==> config.mk <==
export PLATFORM = sky130hd
export DESIGN_NAME = stream_sum_engine
export DESIGN_NICKNAME = d
export VERILOG_FILES = /design/src/rtl/stream_sum_engine.sv
export SDC_FILE = /design/constraint.sdc
export NUM_CORES = 1
export LEC_CHECK = 0
export CAP_MARGIN = 5
export CORE_MARGIN = 2
export CORE_UTILIZATION = 50
export DETAILED_ROUTE_END_ITERATION = 7
export PLACE_DENSITY = 0.8
export SYNTH_ARGS = -nofsm -noshare
export SYNTH_HDL_FRONTEND = slang
export SYNTH_SLANG_ARGS = --single-unit
==> constraint.sdc <==
create_clock -name clk -period 3.1 [get_ports clk]
set_input_delay 0.62 -clock clk [delete_from_list [all_inputs] [get_ports clk]]
set_output_delay 0.62 -clock clk [all_outputs]
set_load 0.005 [all_outputs]
==> src/rtl/stream_sum_engine.sv <==
// -----------------------------------------------------------------------------
// stream_sum_engine
// Accumulates a stream of unsigned beats into a 24-bit sum and counts the
// clock cycles spent accumulating. A run begins with a one-cycle start pulse
// and ends when a valid beat carrying in_last is accepted; done then stays
// high, with sum and cycle frozen, until the next start or reset.
//
// Ports:
//   clk       - clock; all state changes on its rising edge
//   reset     - asynchronous active-high reset
//   start     - one-cycle request to begin a new run (ignored while accumulating)
//   in_valid  - in_data / in_last are valid this cycle
//   in_ready  - the block accepts a beat this cycle (high only while accumulating)
//   in_data   - unsigned operand, DATA_W bits (1..24)
//   in_last   - marks the final beat of a run
//   sum       - running / final 24-bit sum
//   cycle     - clock cycles spent accumulating, saturating at 1023
//   done      - run complete; sum and cycle are final
//
// Configuration:
//   STREAM_SUM_SATURATE_EN - when defined, sum clamps at 24'hFFFFFF on
//                            overflow; otherwise it wraps modulo 2^24.
// -----------------------------------------------------------------------------
module stream_sum_engine #(
    parameter int unsigned DATA_W = 16
) (
    input  logic              clk,
    input  logic              reset,
    input  logic              start,
    input  logic              in_valid,
    output logic              in_ready,
    input  logic [DATA_W-1:0] in_data,
    input  logic              in_last,
    output logic [23:0]       sum,
    output logic [9:0]        cycle,
    output logic              done
);

    localparam int unsigned SUM_W = 24;
    localparam int unsigned CYC_W = 10;
    localparam logic [CYC_W-1:0] CYC_MAX = '1;

    typedef enum logic [1:0] {
        IDLE  = 2'd0,
        ACCUM = 2'd1,
        DONE  = 2'd2
    } state_t;

    state_t           state;
    logic [SUM_W-1:0] data_ext;
    logic [SUM_W-1:0] sum_next;
    logic             beat_accept;

    // Operand zero-extended to the accumulator width.
    assign data_ext = SUM_W'(in_data);

`ifdef STREAM_SUM_SATURATE_EN
    // One extra bit catches the carry out; any carry clamps to all ones.
    logic [SUM_W:0] sum_wide;
    assign sum_wide = {1'b0, sum} + {1'b0, data_ext};
    assign sum_next = sum_wide[SUM_W] ? {SUM_W{1'b1}} : sum_wide[SUM_W-1:0];
`else
    // Plain modulo-2^24 accumulation.
    assign sum_next = sum + data_ext;
`endif

    // Ready depends only on the registered state, never on in_valid.
    assign in_ready    = (state == ACCUM);
    assign beat_accept = in_ready && in_valid;

    // Run control, accumulator and cycle counter.
    always_ff @(posedge clk or posedge reset) begin
        if (reset) begin
            state <= IDLE;
            sum   <= '0;
            cycle <= '0;
            done  <= 1'b0;
        end else begin
            case (state)
                IDLE: begin
                    if (start) begin
                        sum   <= '0;
                        cycle <= '0;
                        state <= ACCUM;
                    end
                end
                ACCUM: begin
                    // Every accumulating edge counts, including the last-beat edge.
                    if (cycle != CYC_MAX) begin
                        cycle <= cycle + CYC_W'(1);
                    end
                    if (beat_accept) begin
                        sum <= sum_next;
                        if (in_last) begin
                            done  <= 1'b1;
                            state <= DONE;
                        end
                    end
                end
                DONE: begin
                    if (start) begin
                        sum   <= '0;
                        cycle <= '0;
                        done  <= 1'b0;
                        state <= ACCUM;
                    end
                end
                default: begin
                    state <= IDLE;
                end
            endcase
        end
    end

endmodule

Word level (Yosys, flattened, before mapping)

Index checks and enable logic that the tools add are counted.

Input port bits: 21
Flip-flop bits (word level): 37
Latch bits: 0
Memory bits (read-only): 0
Output and inout bits: 36
Word-level logic and storage cells: 37
RAM bits: 0
Memories: 0

Bitwise operators: 0
Equality and inequality tests: 8
Magnitude comparators: 0
Shift operators: 0
$add $sub $neg: 2
$mul: 0
Divide/modulo/power cells: 0
Multiplexer cells: 14
Reductions and logical operators: 9

Operators by type and width:

| operator                                                                 | count |
|---|---|
| 24-bit 2-to-1 mux                                                        | 2 |
| 24-bit case mux with 2 select lines                                      | 1 |
| 24-bit by 16-bit adder with 24-bit output                                | 1 |
| 10-bit 2-to-1 mux                                                        | 2 |
| 10-bit case mux with 2 select lines                                      | 1 |
| 10-bit by 1-bit adder with 10-bit output (second input constant)         | 1 |
| 10-bit inequality test (second input constant)                           | 1 |
| 3-bit AND reduction                                                      | 3 |
| 2-bit by 1-bit inequality test with 1-bit output (second input constant) | 4 |
| 2-bit 2-to-1 mux                                                         | 3 |
| 2-bit case mux with 2 select lines                                       | 1 |
| 4-bit AND reduction                                                      | 1 |
| 2-bit nonzero test                                                       | 2 |
| 1-bit 2-to-1 mux                                                         | 3 |
| 2-bit by 1-bit equality test with 1-bit output (second input constant)   | 1 |
| 2-bit equality test (second input constant)                              | 1 |
| 2-bit logical NOT                                                        | 1 |
| 2-bit inequality test (second input constant)                            | 1 |
| 1-bit case mux with 2 select lines                                       | 1 |
| 2-bit OR reduction                                                       | 1 |
| 1-bit logical AND                                                        | 1 |

Depth between registers and ports, before layout

Gate-level depths: netlist of run 1.

Depth after elaboration: 4
Gate-level depth with buffers: 8
Gate-level depth less buffers: 8

Worst setup path after synthesis of run 1

Ideal clock, no wire load.

Path type: input -> register
Start: input port in_data[0]
End: register sum[12]
Slack: 405 ps
Buffers on the path: 0
Data arrival time: 2575 ps
Data required time: 2980 ps
Library setup time: 120 ps
Stages: 8
Cells stage by stage: ha_1 -> fa_1 -> a21o_1 -> a221o_2 -> o221ai_4 -> a21boi_2 -> or3_1 -> a31o_1

Longest elaborated chain between the ends: 3

Ends and longest elaborated chain:

| item                                      | line | text |
|---|---|---|
| from (decl)                               | 32   | `input logic [DATA_W-1:0] in_data,` |
| 24-bit by 16-bit adder with 24-bit output | 64   | `assign sum_next = sum + data_ext;` |
| 24-bit 2-to-1 mux                         | 92   | `if (beat_accept) begin` |
| 24-bit case mux with 2 select lines       | 79   | `case (state)` |
| to (signal assigned)                      | 93   | `sum <= sum_next;` |
| to (decl)                                 | 34   | `output logic [23:0] sum,` |

No other way between the ends. The select of a mux whose other input is x is not followed.
A chain may end at the register's enable or synchronous reset.

Worst setup path in the final report of run 1

Start: input port in_data[0]
End: register sum[16]

Same word-level chain as after synthesis.

==> key figures, run 1 <==
Placement
  • Dpl cell area: 3167 sq um
  • Pre-CTS setup slack: -0.1318 ns
  • DP Cell Count: 407
  • GPL Wtd Cong: 0.8436
  • Port-buffer cells: 56
  • DP Wirelength: 4480 um

Pwr
  • P_leak: 1.435 nW
  • Max VDD drop: 0.4067 mV
  • Tot Pwr: 2.505 mW
  • PwrDens: 769.9 nW/um^2

Floorplan
  • Rows: 25
  • Initial core utilization: 52.05%
  • Core area: 4723 sq um
  • Die H: 74.12 um
  • Die width: 74.12 um
  • # IOs: 57
  • Die area: 5494 sq um

Logic synthesis
  • Area leader, netlist: dfrtp_1
  • Post-synthesis cell count: 280
  • Post-synthesis register bit count: 37
  • Commonest cells post-synth: dfrtp_1 (37), nand2_1 (33), o21ai_0 (28)
  • Synth Area per Inst: 8.781 sq um
  • Cell variety after synth: 47
  • Top cells by area, synth: dfrtp_1 (38%), ha_1 (8.7%), o21ai_0 (5.7%)
  • Most frequent cell after synthesis: dfrtp_1
  • Syn_nets: 319
  • Synthesized cell area: 2459 sq um
  • Yosys warnings: 0
  • Seq/Total Area, Yosys: 37.66%
  • Post-synth EDFFs: 0
  • Share of flip-flops with an asynchronous set or reset: 100.0%
  • Main flop type after synthesis: dfrtp_1
  • Top cell type's share of synthesized area: 37.66%

Global route
  • Largest net degree at the start of global routing: 38
  • First-pass GRT wire length: 10110 um
  • Number of antenna violations at the first check in global routing: 0
  • Vias in the first global route: 2286
  • GRT Overall Usage: 23.58%
  • Grt ovf: 0

Detailed routing
  • Met1 Wirelength: 2770 um
  • Drt drc: 0
  • Highest routing layer actually used: met4
  • Routed Antenna Nets: 0
  • Routed wl met2: 2828 um
  • WL/cell: 14.52 um
  • Vias: 2351
  • Drt first pass iters: 4
  • Vias per inst: 5.679
  • Initial DRC Count: 178
  • Routed WL: 6010 um
  • Wire length on met3: 346 um

STA
  • Worst Tran Pin Value: 0.4786 ns
  • Final Hold Viols: 0
  • Final Skew: 0.008147 ns
  • RSZ-0062 raised after global routing: no
  • Slew margin rel.: 68.03%
  • Max Fclk: 0.3428 GHz
  • Final setup fails: 0
  • Slew Viols, Final: 0
  • Hold WS: 0.5092 ns
  • Min Tclk post-route: 2.917 ns
  • Setup TNS Final: 0 ns
  • Part of the cycle the worst path needs: 94.09%
  • Final setup margin: 0.1832 ns

Clock tree
  • CTS buffer count: 5
  • Hold Buf Count CTS: 0
  • Clock sink total: 37
  • H-Tree Depth: 2
  • CTS-repair resized insts: 0
  • Postcts setup bufs: 0
  • Skew-Pair Late Insertion Delay: 0.29 ns
  • Clock-pin slew on the worst setup and hold paths: 0.07 ns
  • TritonCTS clock tree: built
  • Clock root buffer: clkbuf_8
  • Clock Tree Buf Depth: 2

Layout
  • Fin area: 3253 sq um
  • Area grow syn2layout: 32.32%
  • FILL cells: 387
  • Antenna cell count: 0
  • Final Non-Filler Cells: 414
  • Nets: 386
  • Register Area: 925.9 sq um
  • Area occupied by multi-input gates: 1476 sq um
  • Fin util: 68.87%
  • Share of cells above drive strength 1: 7.205%

Critical path
  • Worst Reg-to-Reg Cells: 8
  • WP data required: 3.28 ns
  • Critical path class: input port to register
  • Reg-to-reg setup timing slack: 0.55 ns
  • Type of origin of the critical path: input port
  • Arr. time, crit path: 3.09 ns
  • Worst r2r dst: sum[16]$_DFFE_PP0P_
  • R2r startpoint: sum[0]$_DFFE_PP0P_
  • Worst-path fanout max: 6
  • CP Capture Type: register

Outcome
  • Status: finished clean

Flow run
  • Max cap viols: 0

Worst hold path
  • Hold depth: 1
  • Hold Path Sink: sum[19]$_DFFE_PP0P_
  • Hold path startpoint: sum[19]$_DFFE_PP0P_
  • Worst hold-check path type: register to register
[worst max path at each step]
stage	to	startpoint	depth (start not counted)	slack [ns]
2_1_floorplan	sum[12]$_DFFE_PP0P_	in_data[0]	8	0.41
3_3_place_gp	sum[18]$_DFFE_PP0P_	in_data[0]	9	-0.002
3_5_place_dp	sum[18]$_DFFE_PP0P_	in_data[0]	9	-0.13
6_report	sum[16]$_DFFE_PP0P_	in_data[0]	9	0.18
5_1_grt	sum[16]$_DFFE_PP0P_	in_data[0]	9	0.02
4_1_cts	sum[18]$_DFFE_PP0P_	in_data[0]	9	0.17
[placed cells by master, fill, tap and decap left out, types with 2 or more instances in the layout]
cell             instances
clkdlybuf4s50_1         56
dfrtp_1                 37
nand2_1                 33
o21ai_0                 28
nand3_1                 24
nor2_1                  18
ha_1                    17
a21oi_1                 16
buf_4                   13
xnor2_1                 10
xor2_1                   8
a21o_1                   7
nor3_1                   6
inv_1                    6
nand4_1                  6
clkbuf_8                 6
nand2b_1                 4
and3_1                   4
and2_1                   4
a31oi_1                  3
nor2b_1                  3
a311oi_1                 3
o311ai_0                 3
o211ai_1                 2
a211oi_1                 2
o21bai_1                 2
mux2i_1                  2
a21boi_0                 2
or3_1                    2
[metal layers]
metal / vias up / track usage (%)
met5: - / 0
met4: 0 / 6.869
met1: 1118 / 32.05
li1: 1158 / -
met2: 70 / 38.19
met3: 5 / 4.878
[area by class of cell]
type | instances | area share, %
sequential | 37 | 28.46
tap | 67 | 2.577
multi-input combinational | 228 | 45.38
inverter | 6 | 0.6923
clock buffer | 7 | 2.654
timing repair buffer | 69 | 20.23
[sequential cells by signal (all words and copies together), names as in the netlist]
name / count
sum: 24
cycle: 10
state: 2
done: 1
[cell families (layout without fill, tap and decap cells)]
| group | after synthesis | in the layout | synth area share (%) |
|---|---|---|---|
| AOI/OAI and AO/OA | 81 | 81 | 22.09 |
| muxes | 2 | 2 | 0.8143 |
| adders and majority gates | 18 | 18 | 9.466 |
| xor gates and xnor gates | 18 | 18 | 6.412 |
| DFF | 37 | 37 | 37.66 |
| and+or+nand+nor | 109 | 109 | 21.27 |
| buffers and inverters | 15 | 82 | 2.290 |
[critical path: stages]
cell             delay (ns)
clkdlybuf4s50_1        0.42
ha_1                   0.23
fa_1                   0.40
a21o_1                 0.19
a221o_2                0.38
o221ai_4               0.18
buf_4                  0.16
nand2_1                0.14
o311ai_0               0.37
[report_power, final]
part / total, mW / switching, mW / internal [mW]
Combinational: 1.39 / 0.690 / 0.696
Clock: 0.349 / 0.173 / 0.177
Sequential: 0.769 / 0.149 / 0.621
Total: 2.50 / 1.01 / 1.49
(Power assumes the default switching activity.)
==> run 2: changes to the inputs <==
==> constraint.sdc (replaced) <==
create_clock -name clk -period 3.1 [get_ports clk]
set_input_delay 0.62 -clock clk [delete_from_list [all_inputs] [get_ports clk]]
set_output_delay 0.62 -clock clk [all_outputs]
set_load 0.05 [all_outputs]
==> results of run 2 <==
Same layout as run 1 (identical final DEF). Status: finished clean.
Main changes from that run: total power 2.505 mW -> 2.961 mW; worst IR drop on VDD 0.4067 mV -> 0.5035 mV
==> run 3: changes to the inputs <==
--- a/config.mk
+++ b/config.mk
@@ -10,6 +10,7 @@
 export CORE_UTILIZATION = 50
 export DETAILED_ROUTE_END_ITERATION = 7
 export PLACE_DENSITY = 0.8
+export SLEW_MARGIN = 20
 export SYNTH_ARGS = -nofsm -noshare
 export SYNTH_HDL_FRONTEND = slang
 export SYNTH_SLANG_ARGS = --single-unit
==> results of run 3 <==
Same layout as run 1 (identical final DEF). Status: finished clean.
Main changes from that run: total power 2.505 mW -> 2.961 mW; worst IR drop on VDD 0.4067 mV -> 0.5035 mV
